--- src/rtl/mult_div_unit_pkg.sv ---
`default_nettype none
// ============================================================================
// mult_div_unit_pkg : operation and state encodings for the MIPS mult/div unit
// Revision: 1.0
// ============================================================================
package mult_div_unit_pkg;

    localparam logic [1:0] MD_MULT  = 2'b00;
    localparam logic [1:0] MD_MULTU = 2'b01;
    localparam logic [1:0] MD_DIV   = 2'b10;
    localparam logic [1:0] MD_DIVU  = 2'b11;

    localparam logic [1:0] MD_IDLE  = 2'b00;
    localparam logic [1:0] MD_CALC  = 2'b01;
    localparam logic [1:0] MD_FIXUP = 2'b10;

    function automatic logic is_div_op(input logic [1:0] op);
        return op[1];
    endfunction

    function automatic logic is_signed_op(input logic [1:0] op);
        return ~op[0];
    endfunction

endpackage
`default_nettype wire

--- src/rtl/mult_div_unit_if.sv ---
`default_nettype none
// ============================================================================
// mult_div_unit_if : EX-stage request / HI-LO result bundle of the mult/div unit
// Revision: 1.0
// ============================================================================
interface mult_div_unit_if #(parameter int N = 32);
    logic         start;
    logic [1:0]   op;
    logic [N-1:0] inA;
    logic [N-1:0] inB;
    logic         write_hi;
    logic         write_lo;
    logic [N-1:0] write_data;
    logic         busy;
    logic         done;
    logic         div_by_zero;
    logic [N-1:0] hi;
    logic [N-1:0] lo;

    modport master (
        output start, op, inA, inB, write_hi, write_lo, write_data,
        input  busy, done, div_by_zero, hi, lo
    );

    modport slave (
        input  start, op, inA, inB, write_hi, write_lo, write_data,
        output busy, done, div_by_zero, hi, lo
    );
endinterface
`default_nettype wire

--- src/rtl/mult_div_unit_step.sv ---
`default_nettype none
// ============================================================================
// mult_div_step : one combinational shift-add (mult) or restoring-divide step
// Revision: 1.0
// ============================================================================
module mult_div_step #(
    parameter int N = 32
) (
    input  logic           div_mode,
    input  logic [2*N-1:0] acc,
    input  logic [N-1:0]   operand,
    output logic [2*N-1:0] acc_next,
    output logic           qbit
);

    logic [N:0]   w_sum;
    logic [N:0]   w_pr;
    logic         w_ge;
    logic [N-1:0] w_rem;

    // Divide view of acc: {partial remainder, remaining dividend bits / quotient}
    always_comb begin
        w_sum    = {1'b0, acc[2*N-1:N]} + (acc[0] ? {1'b0, operand} : '0);
        w_pr     = {acc[2*N-1:N], acc[N-1]};
        w_ge     = (w_pr >= {1'b0, operand});
        w_rem    = w_ge ? (w_pr[N-1:0] - operand) : w_pr[N-1:0];
        qbit     = 1'b0;
        acc_next = {w_sum, acc[N-1:1]};
        if (div_mode) begin
            qbit     = w_ge;
            acc_next = {w_rem, acc[N-2:0], 1'b0};
        end
    end

endmodule
`default_nettype wire

--- src/rtl/mult_div_unit.sv ---
`default_nettype none
// ============================================================================
// mult_div_unit : iterative N-cycle mult/multu/div/divu with architectural HI/LO
// Revision: 1.0
// ============================================================================
module mult_div_unit #(
    parameter int N = 32
) (
    input  logic             clock,
    input  logic             reset,
    mult_div_unit_if.slave   md
);
    import mult_div_unit_pkg::*;

    localparam int                 c_cnt_w = (N > 1) ? $clog2(N) : 1;
    localparam logic [c_cnt_w-1:0] c_last  = c_cnt_w'(N - 1);

    logic [1:0]         r_state;
    logic [1:0]         w_state_next;
    logic [1:0]         r_op;
    logic               r_sign_a;
    logic               r_sign_b;
    logic               r_zero_div;
    logic               r_done;
    logic               r_dbz;
    logic               w_busy;
    logic               w_qbit;
    logic [N-1:0]       r_mag_b;
    logic [N-1:0]       r_hi;
    logic [N-1:0]       r_lo;
    logic [N-1:0]       w_abs_a;
    logic [N-1:0]       w_abs_b;
    logic [N-1:0]       w_quot;
    logic [N-1:0]       w_rem;
    logic [2*N-1:0]     r_acc;
    logic [2*N-1:0]     w_step_acc;
    logic [2*N-1:0]     w_prod;
    logic [c_cnt_w-1:0] r_cnt;

    always_ff @(posedge clock or negedge reset) begin
        if (!reset) r_state <= MD_IDLE;
        else        r_state <= w_state_next;
    end

    always_comb begin
        w_state_next = r_state;
        case (r_state)
            MD_IDLE:  if (md.start) w_state_next = MD_CALC;
            MD_CALC:  if (r_cnt == c_last) w_state_next = MD_FIXUP;
            MD_FIXUP: w_state_next = MD_IDLE;
            default:  w_state_next = MD_IDLE;
        endcase
    end

    always_comb begin
        w_busy = (r_state != MD_IDLE);
    end

    mult_div_step #(.N(N)) u_step (
        .div_mode (is_div_op(r_op)),
        .acc      (r_acc),
        .operand  (r_mag_b),
        .acc_next (w_step_acc),
        .qbit     (w_qbit)
    );

    // Sign flags are only ever set for signed ops, so unsigned fixup is a no-op
    always_comb begin
        w_abs_a = (is_signed_op(md.op) && md.inA[N-1]) ? -md.inA : md.inA;
        w_abs_b = (is_signed_op(md.op) && md.inB[N-1]) ? -md.inB : md.inB;
        w_prod  = (r_sign_a ^ r_sign_b) ? -r_acc : r_acc;
        w_quot  = (r_sign_a ^ r_sign_b) ? -r_acc[N-1:0] : r_acc[N-1:0];
        w_rem   = r_sign_a ? -r_acc[2*N-1:N] : r_acc[2*N-1:N];
    end

    always_ff @(posedge clock or negedge reset) begin
        if (!reset) begin
            r_op       <= MD_MULT;
            r_sign_a   <= 1'b0;
            r_sign_b   <= 1'b0;
            r_zero_div <= 1'b0;
            r_mag_b    <= '0;
            r_acc      <= '0;
            r_cnt      <= '0;
            r_hi       <= '0;
            r_lo       <= '0;
            r_done     <= 1'b0;
            r_dbz      <= 1'b0;
        end else begin
            r_done <= 1'b0;
            case (r_state)
                MD_IDLE: begin
                    if (md.start) begin
                        r_op       <= md.op;
                        r_sign_a   <= is_signed_op(md.op) & md.inA[N-1];
                        r_sign_b   <= is_signed_op(md.op) & md.inB[N-1];
                        r_zero_div <= is_div_op(md.op) & (md.inB == '0);
                        r_mag_b    <= w_abs_b;
                        r_acc      <= {{N{1'b0}}, w_abs_a};
                        r_cnt      <= '0;
                        r_dbz      <= 1'b0;
                    end else begin
                        if (md.write_hi) r_hi <= md.write_data;
                        if (md.write_lo) r_lo <= md.write_data;
                    end
                end
                MD_CALC: begin
                    r_acc <= is_div_op(r_op) ? {w_step_acc[2*N-1:1], w_qbit} : w_step_acc;
                    r_cnt <= r_cnt + 1'b1;
                end
                MD_FIXUP: begin
                    if (is_div_op(r_op)) begin
                        r_hi <= w_rem;
                        r_lo <= w_quot;
                    end else begin
                        r_hi <= w_prod[2*N-1:N];
                        r_lo <= w_prod[N-1:0];
                    end
                    r_done <= 1'b1;
                    r_dbz  <= r_zero_div;
                end
                default: ;
            endcase
        end
    end

    assign md.busy        = w_busy;
    assign md.done        = r_done;
    assign md.div_by_zero = r_dbz;
    assign md.hi          = r_hi;
    assign md.lo          = r_lo;

endmodule
`default_nettype wire
--- src/flat_wrapper.sv ---
// flat-port wrapper written by rule: the top's interface ports become plain ports
module mult_div_unit_flat import mult_div_unit_pkg::*;
#(
    parameter int N = 32
)
  (clock, reset, md_start, md_op, md_inA, md_inB, md_write_hi, md_write_lo, md_write_data, md_busy, md_done, md_div_by_zero, md_hi, md_lo);
  mult_div_unit_if #(.N(N)) md_i ();
  input  logic clock;
  input  logic reset;
  input wire logic [$bits(md_i.start)-1:0] md_start;
  input wire logic [$bits(md_i.op)-1:0] md_op;
  input wire logic [$bits(md_i.inA)-1:0] md_inA;
  input wire logic [$bits(md_i.inB)-1:0] md_inB;
  input wire logic [$bits(md_i.write_hi)-1:0] md_write_hi;
  input wire logic [$bits(md_i.write_lo)-1:0] md_write_lo;
  input wire logic [$bits(md_i.write_data)-1:0] md_write_data;
  output wire logic [$bits(md_i.busy)-1:0] md_busy;
  output wire logic [$bits(md_i.done)-1:0] md_done;
  output wire logic [$bits(md_i.div_by_zero)-1:0] md_div_by_zero;
  output wire logic [$bits(md_i.hi)-1:0] md_hi;
  output wire logic [$bits(md_i.lo)-1:0] md_lo;
  assign md_i.start = md_start;
  assign md_i.op = md_op;
  assign md_i.inA = md_inA;
  assign md_i.inB = md_inB;
  assign md_i.write_hi = md_write_hi;
  assign md_i.write_lo = md_write_lo;
  assign md_i.write_data = md_write_data;
  assign md_busy = md_i.busy;
  assign md_done = md_i.done;
  assign md_div_by_zero = md_i.div_by_zero;
  assign md_hi = md_i.hi;
  assign md_lo = md_i.lo;
  mult_div_unit #(.N(N)) u_core (.clock(clock), .reset(reset), .md(md_i));
endmodule
--- config.mk ---
export PLATFORM = sky130hd
export DESIGN_NAME = mult_div_unit_flat
export DESIGN_NICKNAME = d
export VERILOG_FILES = /design/src/rtl/mult_div_unit_pkg.sv /design/src/rtl/mult_div_unit_if.sv /design/src/rtl/mult_div_unit_step.sv /design/src/rtl/mult_div_unit.sv /design/src/flat_wrapper.sv
export SDC_FILE = /design/constraint.sdc
export NUM_CORES = 1
export LEC_CHECK = 0
export ABC_CLOCK_PERIOD_IN_PS = 4700
export CORE_MARGIN = 5
export CORE_UTILIZATION = 56
export CTS_BUF_LIST = sky130_fd_sc_hd__clkbuf_8
export DETAILED_ROUTE_END_ITERATION = 6
export DONT_BUFFER_PORTS = 1
export GPL_ROUTABILITY_DRIVEN = 0
export GPL_TIMING_DRIVEN = 0
export PLACE_DENSITY_LB_ADDON = 0.2
export SETUP_SLACK_MARGIN = 0.2
export SKIP_LAST_GASP = 1
export SYNTH_ARGS = -nofsm -noshare
export SYNTH_HDL_FRONTEND = slang
export SYNTH_SLANG_ARGS = --single-unit
--- constraint.sdc ---
create_clock -name clock -period 4.7 [get_ports clock]
set_input_delay 0.705 -clock clock [delete_from_list [all_inputs] [get_ports clock]]
set_output_delay 0.705 -clock clock [all_outputs]
set_load 0.1 [all_outputs]
* Word level (Yosys, flattened, before mapping)
Cells that the tools add are included.
W data, S select, Z words.
** Storage, ports and cells
- Register bits after elaboration :: 174
- Input bits :: 103
- Output and inout port bits :: 67
- Logic and storage cells :: 74
** Operators by class
- Add/sub/neg operators :: 8
- $lt $le $gt $ge :: 1
- Eq/ne operators :: 8
- Multiplexer cells :: 27
- Bitwise operators :: 5
- Reduce and logical (&&, ||, !) cells :: 13
** Operators by type and width (count)
- $mux W32 :: 12
- $mux W64 :: 3
- $neg A32 Y32 :: 4
- $pmux W32 S2 :: 2
- $pmux W64 S2 :: 1
- $neg A64 Y64 :: 1
- $add A32 B33 Y33 :: 1
- $ge A33 B32 Y1 :: 1
- $logic_not A32 Y1 :: 1
- $sub A32 B32 Y32 :: 1
- $pmux W5 S2 :: 1
- $ne A2 B2 Y1 const B :: 4
- $reduce_and A2 Y1 :: 4
- $reduce_and A3 Y1 :: 2
- $reduce_bool A2 Y1 :: 3
- $add A5 B1 Y5 const B :: 1
- $eq A5 B5 Y1 const B :: 1
- $mux W5 :: 1
- $mux W2 :: 2
- $pmux W2 S2 :: 1
- $and A1 B1 Y1 :: 3
- $mux W1 :: 3
- $eq A2 B1 Y1 const B :: 1
- $eq A2 B2 Y1 const B :: 1
- 6 further kinds :: 7

* Logic depth before layout (Yosys ltp)
Gate-level depths: netlist of run 1.
- Word-level depth :: 5
- Gate-level depth with buffers :: 15
- Depth with buffers taken out :: 13

* Cells and area by module
From an unflattened synthesis of run 1, not the netlist that was laid out.
** Second synthesis, totals
- Cells, all modules :: 1941
- Area total of the unflattened synthesis :: 15293.4 µm²
** Modules (own cells, without submodules)
- mult_div_unit :: instances 1, cells each 1264, area an instance 10512.6 µm², sequential area each 4329.2 µm²
- mult_div_step :: instances 1, cells each 677, area an instance 4780.8 µm², sequential area each 0.0 µm²

* Least setup slack after synthesis of run 1
Ideal clock, no wire load.
- Path kind :: register -> register
- Start point :: reg u_core.r_acc[0]
- End point :: reg u_core.r_acc[54]
- Setup time :: 0.126 ns
- Arrival :: 3.105 ns
- Required time :: 4.574 ns
- Setup slack :: 1.469 ns
- Cell stages (with the launch flop) :: 15
- Buffers on the path :: 2
- Clock period less this slack :: 3.231 ns
- Path through :: dfrtp_1 buf_2 inv_1 clkbuf_1 nor2_1 ha_1 o211ai_1 o211ai_1 a31oi_1 a2111oi_0 nor2_1 o21ai_0 xnor2_1 nor2_1 a221o_1
** Between the ends
- Cells in the longest elaborated chain, start to end :: 4
** Ends and longest elaborated chain
- from (decl) :: line mult_div_unit.sv:35 : logic [2*N-1:0] r_acc;
- from (signal assigned) :: line mult_div_unit.sv:99 : r_acc <= {{N{1'b0}}, w_abs_a};
- from (signal assigned) :: line mult_div_unit.sv:108 : r_acc <= is_div_op(r_op) ? {w_step_acc[2*N-1:1], w_qbit} : w_step_acc;
- $mux W32 :: line mult_div_unit_step.sv:23 : w_sum = {1'b0, acc[2*N-1:N]} + (acc[0] ? {1'b0, operand} : '0);
- $add A32 B33 Y33 :: line mult_div_unit_step.sv:23
- $mux W64 :: line mult_div_unit_step.sv:29 : if (div_mode) begin
- $pmux W64 S2 :: line mult_div_unit.sv:91 : case (r_state)
No other way between the ends.
A chain may end at the register's enable or synchronous reset.

* Worst setup path in the final report of run 1
- Start point :: reg u_core.r_acc[45]
- End point :: reg u_core.r_acc[61]
** Between the ends
- Cells in the longest elaborated chain, start to end :: 4
- Elaborated cells between the ends (all ways) :: 6
- Those cells by class :: add/sub (2); order compare (1); mux (3)
** Ends and longest elaborated chain
- $sub A32 B32 Y32 or $ge A33 B32 Y1 (tied branches) :: line mult_div_unit_step.sv:26, mult_div_unit_step.sv:25
- $mux W32 :: line mult_div_unit_step.sv:26 : w_rem = w_ge ? (w_pr[N-1:0] - operand) : w_pr[N-1:0];
- $mux W64 * :: line mult_div_unit_step.sv:29
- $pmux W64 S2 * :: line mult_div_unit.sv:91
Mark *: on every way between the ends. The rest lies on a longest branch, timed or not.

==> metrics.csv, run 1 <==
stage,metric,value,unit
clocking,h-tree-depth,4,
clocking,cts_buffers,17,
global_route,antenna_found_initial,0,
drt,first_pass_iters,6,
floorplanning,core_region_area,26100,um2
layout,syn2layout_area_growth,5.83,%
global_route,busiest_layer,met2,
critical_path,r2r_setup_slack,230,ps
sta,slew_violations,0,
drt,drc_errors,0,
yosys,synth_edf_count,0,
sta,finalSetupViolCount,0,
outcome,outcome,"complete, but fails checks",
sta,hold_viol,173,
critical_path,critPathTopFamily,compound AO/OA/AOI/OAI gates,
sta,relSlewSlack,34.8,%
yosys,synth_area_leader_cell,dfrtp_1,
sta,rsz0062_at_grt,true,
drt,final_antenna_net_count,0,
yosys,syn_nets,2035,
yosys,synth.top_cells.by_area,"dfrtp_1 29%, o21ai_0 6.9%, ha_1 5.9%, mux2i_1 5.9%, xnor2_1 5.4%",
yosys,synth_most_common_cell,o21ai_0,
layout,multi_input_area,9770,um2
drt,routed_wl,51100,um
critical_path,critPathBufInv,2,
floorplanning,num_rows,59,
critical_path,crit_start,u_core.r_acc[45]$_DFFE_PN0P_,
clocking,clk_pin_slew_worst_paths,130,ps
drt,drt_iter0_drc,1930,
critical_path,reg2reg_depth,12,
clocking,clk_path_buf_depth,2,
critical_path,cp_common_cell,a21oi_1,
yosys,netlist_area,14800,um2
floorplanning,dieArea,29800,um2
outcome,violations,negative hold slack,
layout,seq_area,4330,um2
yosys,synth-seq-cells,173,
worst_hold_path,hold_path.class,in -> async,
layout,insertedDiodeCount,0,
critical_path,arrival,4830,ps
place,port_buffers,0,
critical_path,critPathLaunchType,flop,
sta,min_period,4470,ps
floorplanning,chipHeight,173,um
critical_path,worst-path-stages,12,
sta,fin_skew,31.2,ps
critical_path,critPathCapture,u_core.r_acc[61]$_DFFE_PN0P_,
global_route,use_met3,9.17,%
critical_path,r2r-start,u_core.r_acc[45]$_DFFE_PN0P_,
layout,nets,2054,
yosys,syn_inst,1860,
clocking,cts_tree,done,
sta,worstMarginPinSlew,978,ps
sta,setup_tns,0,ps
critical_path,crit_required,5070,ps
global_route,gr-total-overflow,0,
drt,wl_per_cell,23.0,um
drt,vias,14800,
clocking,postCtsSetupRepairBufs,0,
yosys,synthTopCellsByCount,"204 x o21ai_0, 186 x nand2_1, 173 x dfrtp_1",
clocking,cts_root_buf,clkbuf_8,
floorplanning,start_util,56.9,%
drt,via_per_inst,6.66,
critical_path,critPathMaxFanout,10,
yosys,synth.avg_cell_area,7.97,um2
critical_path,slowest_delay,680,ps
sta,fin_worst_hold_slack,-103,ps
critical_path,reg2reg_to,u_core.r_acc[61]$_DFFE_PN0P_,
layout,fillers,2336,
floorplanning,io_pins,170,
clocking,clock-sinks,173,
flow_run,maxCapViolCount,0,
global_route,grt_start_max_net_pins,174,
yosys,synth_top_area_share,29.2,%
sta,fin_crit_sh,95.0,%
sta,fmax,0.224,GHz
yosys,seq_area_frac_synth,29.2,%
global_route,grt_use_total,32.7,%
critical_path,slowest_stage,dfrtp_1,
yosys,yosysWarnings,0,
clocking,insertion_delay,500,ps
critical_path,cp-end-kind,flop,
layout,drive_above_1_share,3.54,%
global_route,grt_pass1_vias,14000,
yosys,async_flop_share,100,%
critical_path,path_class,reg -> reg,
global_route,grt_pass1_wl,79100,um
floorplanning,die_w,173,um
global_route,grtUsageMet1,46.0,%
yosys,yosys_most_used_dff,dfrtp_1,
global_route,grtUsageMet2,47.8,%
yosys,yosysUniqueCellTypes,85,
critical_path,path_cells,ha_1 -> a21oi_1 -> o211ai_1 -> a21boi_0 -> o22a_1 -> o21ai_1 -> o22ai_2 -> clkbuf_1 -> buf_1 -> nor2_1 -> a21oi_1 -> o21ai_0,
place,dp_hpwl,39500,um
-- worst register-to-register path, stage by stage (launching register included) --
cell and delay, ps:
dfrtp_1 680, ha_1 380, a21oi_1 260, o211ai_1 150, a21boi_0 400, o22a_1 210
o21ai_1 150, o22ai_2 440, clkbuf_1 550, buf_1 610, nor2_1 210, a21oi_1 200
o21ai_0 100
-- worst min path at each step --
stage / start / to / slack (ps)
after floorplan: reset / u_core.md.div_by_zero$_DFFE_PN0P_ / 410
after global placement: reset / u_core.r_mag_b[8]$_DFFE_PN0P_ / 420
after detailed placement: reset / u_core.r_mag_b[16]$_DFFE_PN0P_ / 410
after CTS: reset / u_core.md.lo[5]$_DFFE_PN0P_ / -120
after global routing: reset / u_core.r_mag_b[16]$_DFFE_PN0P_ / -120
final: reset / u_core.r_mag_b[16]$_DFFE_PN0P_ / -100
-- per-layer routing --
| metal | part of all wire (%) | routed length [um] |
|---|---|---|
| met4 | 4.4 | 2240 |
| met3 | 12 | 6260 |
| met2 | 42 | 21500 |
| met5 | 0 | 0 |
| met1 | 41 | 21100 |
-- layout make-up --
cell class / count / area share [%]
clock inverters: 15 / 1.30
multi-input cells: 1510 / 62.3
flip-flops and latches: 173 / 27.6
plain buffers: 120 / 3.30
inverters: 57 / 1.36
well taps: 335 / 2.67
clock buffers: 17 / 1.49
-- placed cells by master (no fill, tap or decap), types with 4 or more instances in the layout --
cell	count
dfrtp_1	173
xor2_1	78
ha_1	70
nand4_1	20
o22ai_1	6
a211oi_1	50
clkbuf_1	95
mux2i_1	87
buf_6	4
a21o_1	45
a31oi_1	21
or3_1	26
and2_1	13
and3_1	10
a221oi_1	8
clkbuf_8	17
nand2b_1	19
o211ai_1	15
nor4_1	22
o221ai_1	6
o21ai_0	204
nor3_1	38
buf_1	12
nor2b_1	17
xnor2_1	91
nand3_1	31
a22oi_1	5
o21bai_1	7
o21a_1	8
nor3b_1	6
a21oi_1	146
or4_1	9
inv_1	57
or2_2	4
nand2_1	186
o31ai_1	20
clkinv_8	7
a2111oi_0	4
o41ai_1	11
nor2_1	157
-- flip-flops by register name, indices dropped and copies added (netlist names) --
register,flops
u_core.r_state,2
u_core.r_acc,64
u_core.r_op,1
u_core.r_mag_b,32
u_core.r_cnt,5
u_core.r_sign_b,1
u_core.md.done,1
u_core.md.div_by_zero,1
u_core.r_zero_div,1
u_core.md.hi,32
u_core.r_sign_a,1
u_core.md.lo,32
-- stage by stage --
step / area (um2) / std cells / util, % / setup WS [ps]
floorplan: 14800 / 1860 / - / 1470
global placement: 15200 / 2195 / 58.5 / 300
detailed placement: 15200 / 2195 / 58.5 / 277
CTS: 15700 / 2227 / 60.2 / 234
global route: 15700 / 2227 / 60.2 / 121
finish: 15700 / 2227 / 60.2 / 235
-- cells by family (layout without fill, tap and decap cells) --
family,Yosys count,after routing,share of synthesized area [%]
xor+xnor,169,169,9.98
mux,89,89,6.03
compound gates,601,601,25.1
simple gates,579,579,18.6
flops,173,173,29.2
fa+ha+maj,72,72,6.18
buf+inv,177,209,4.94
-- repair_timing --
action,4_1_cts,5_1_grt
hold endpoints to repair,173,173
gates resized for setup,0,2
endpoints found under the setup margin,0,15
Power of run 1 is left out: the tool's default activity adds up to more than one toggle a clock period on the data nets, which glitch-free logic cannot reach.
==> run 2: changes to the inputs <==
--- a/config.mk
+++ b/config.mk
@@ -15,7 +15,6 @@
 export GPL_TIMING_DRIVEN = 0
 export PLACE_DENSITY_LB_ADDON = 0.2
 export SETUP_SLACK_MARGIN = 0.2
-export SKIP_LAST_GASP = 1
 export SYNTH_ARGS = -nofsm -noshare
 export SYNTH_HDL_FRONTEND = slang
 export SYNTH_SLANG_ARGS = --single-unit
==> results of run 2 <==
The final DEF is identical to that of run 1; final timing and power are the same.
Power of run 2 is left out for the same reason.
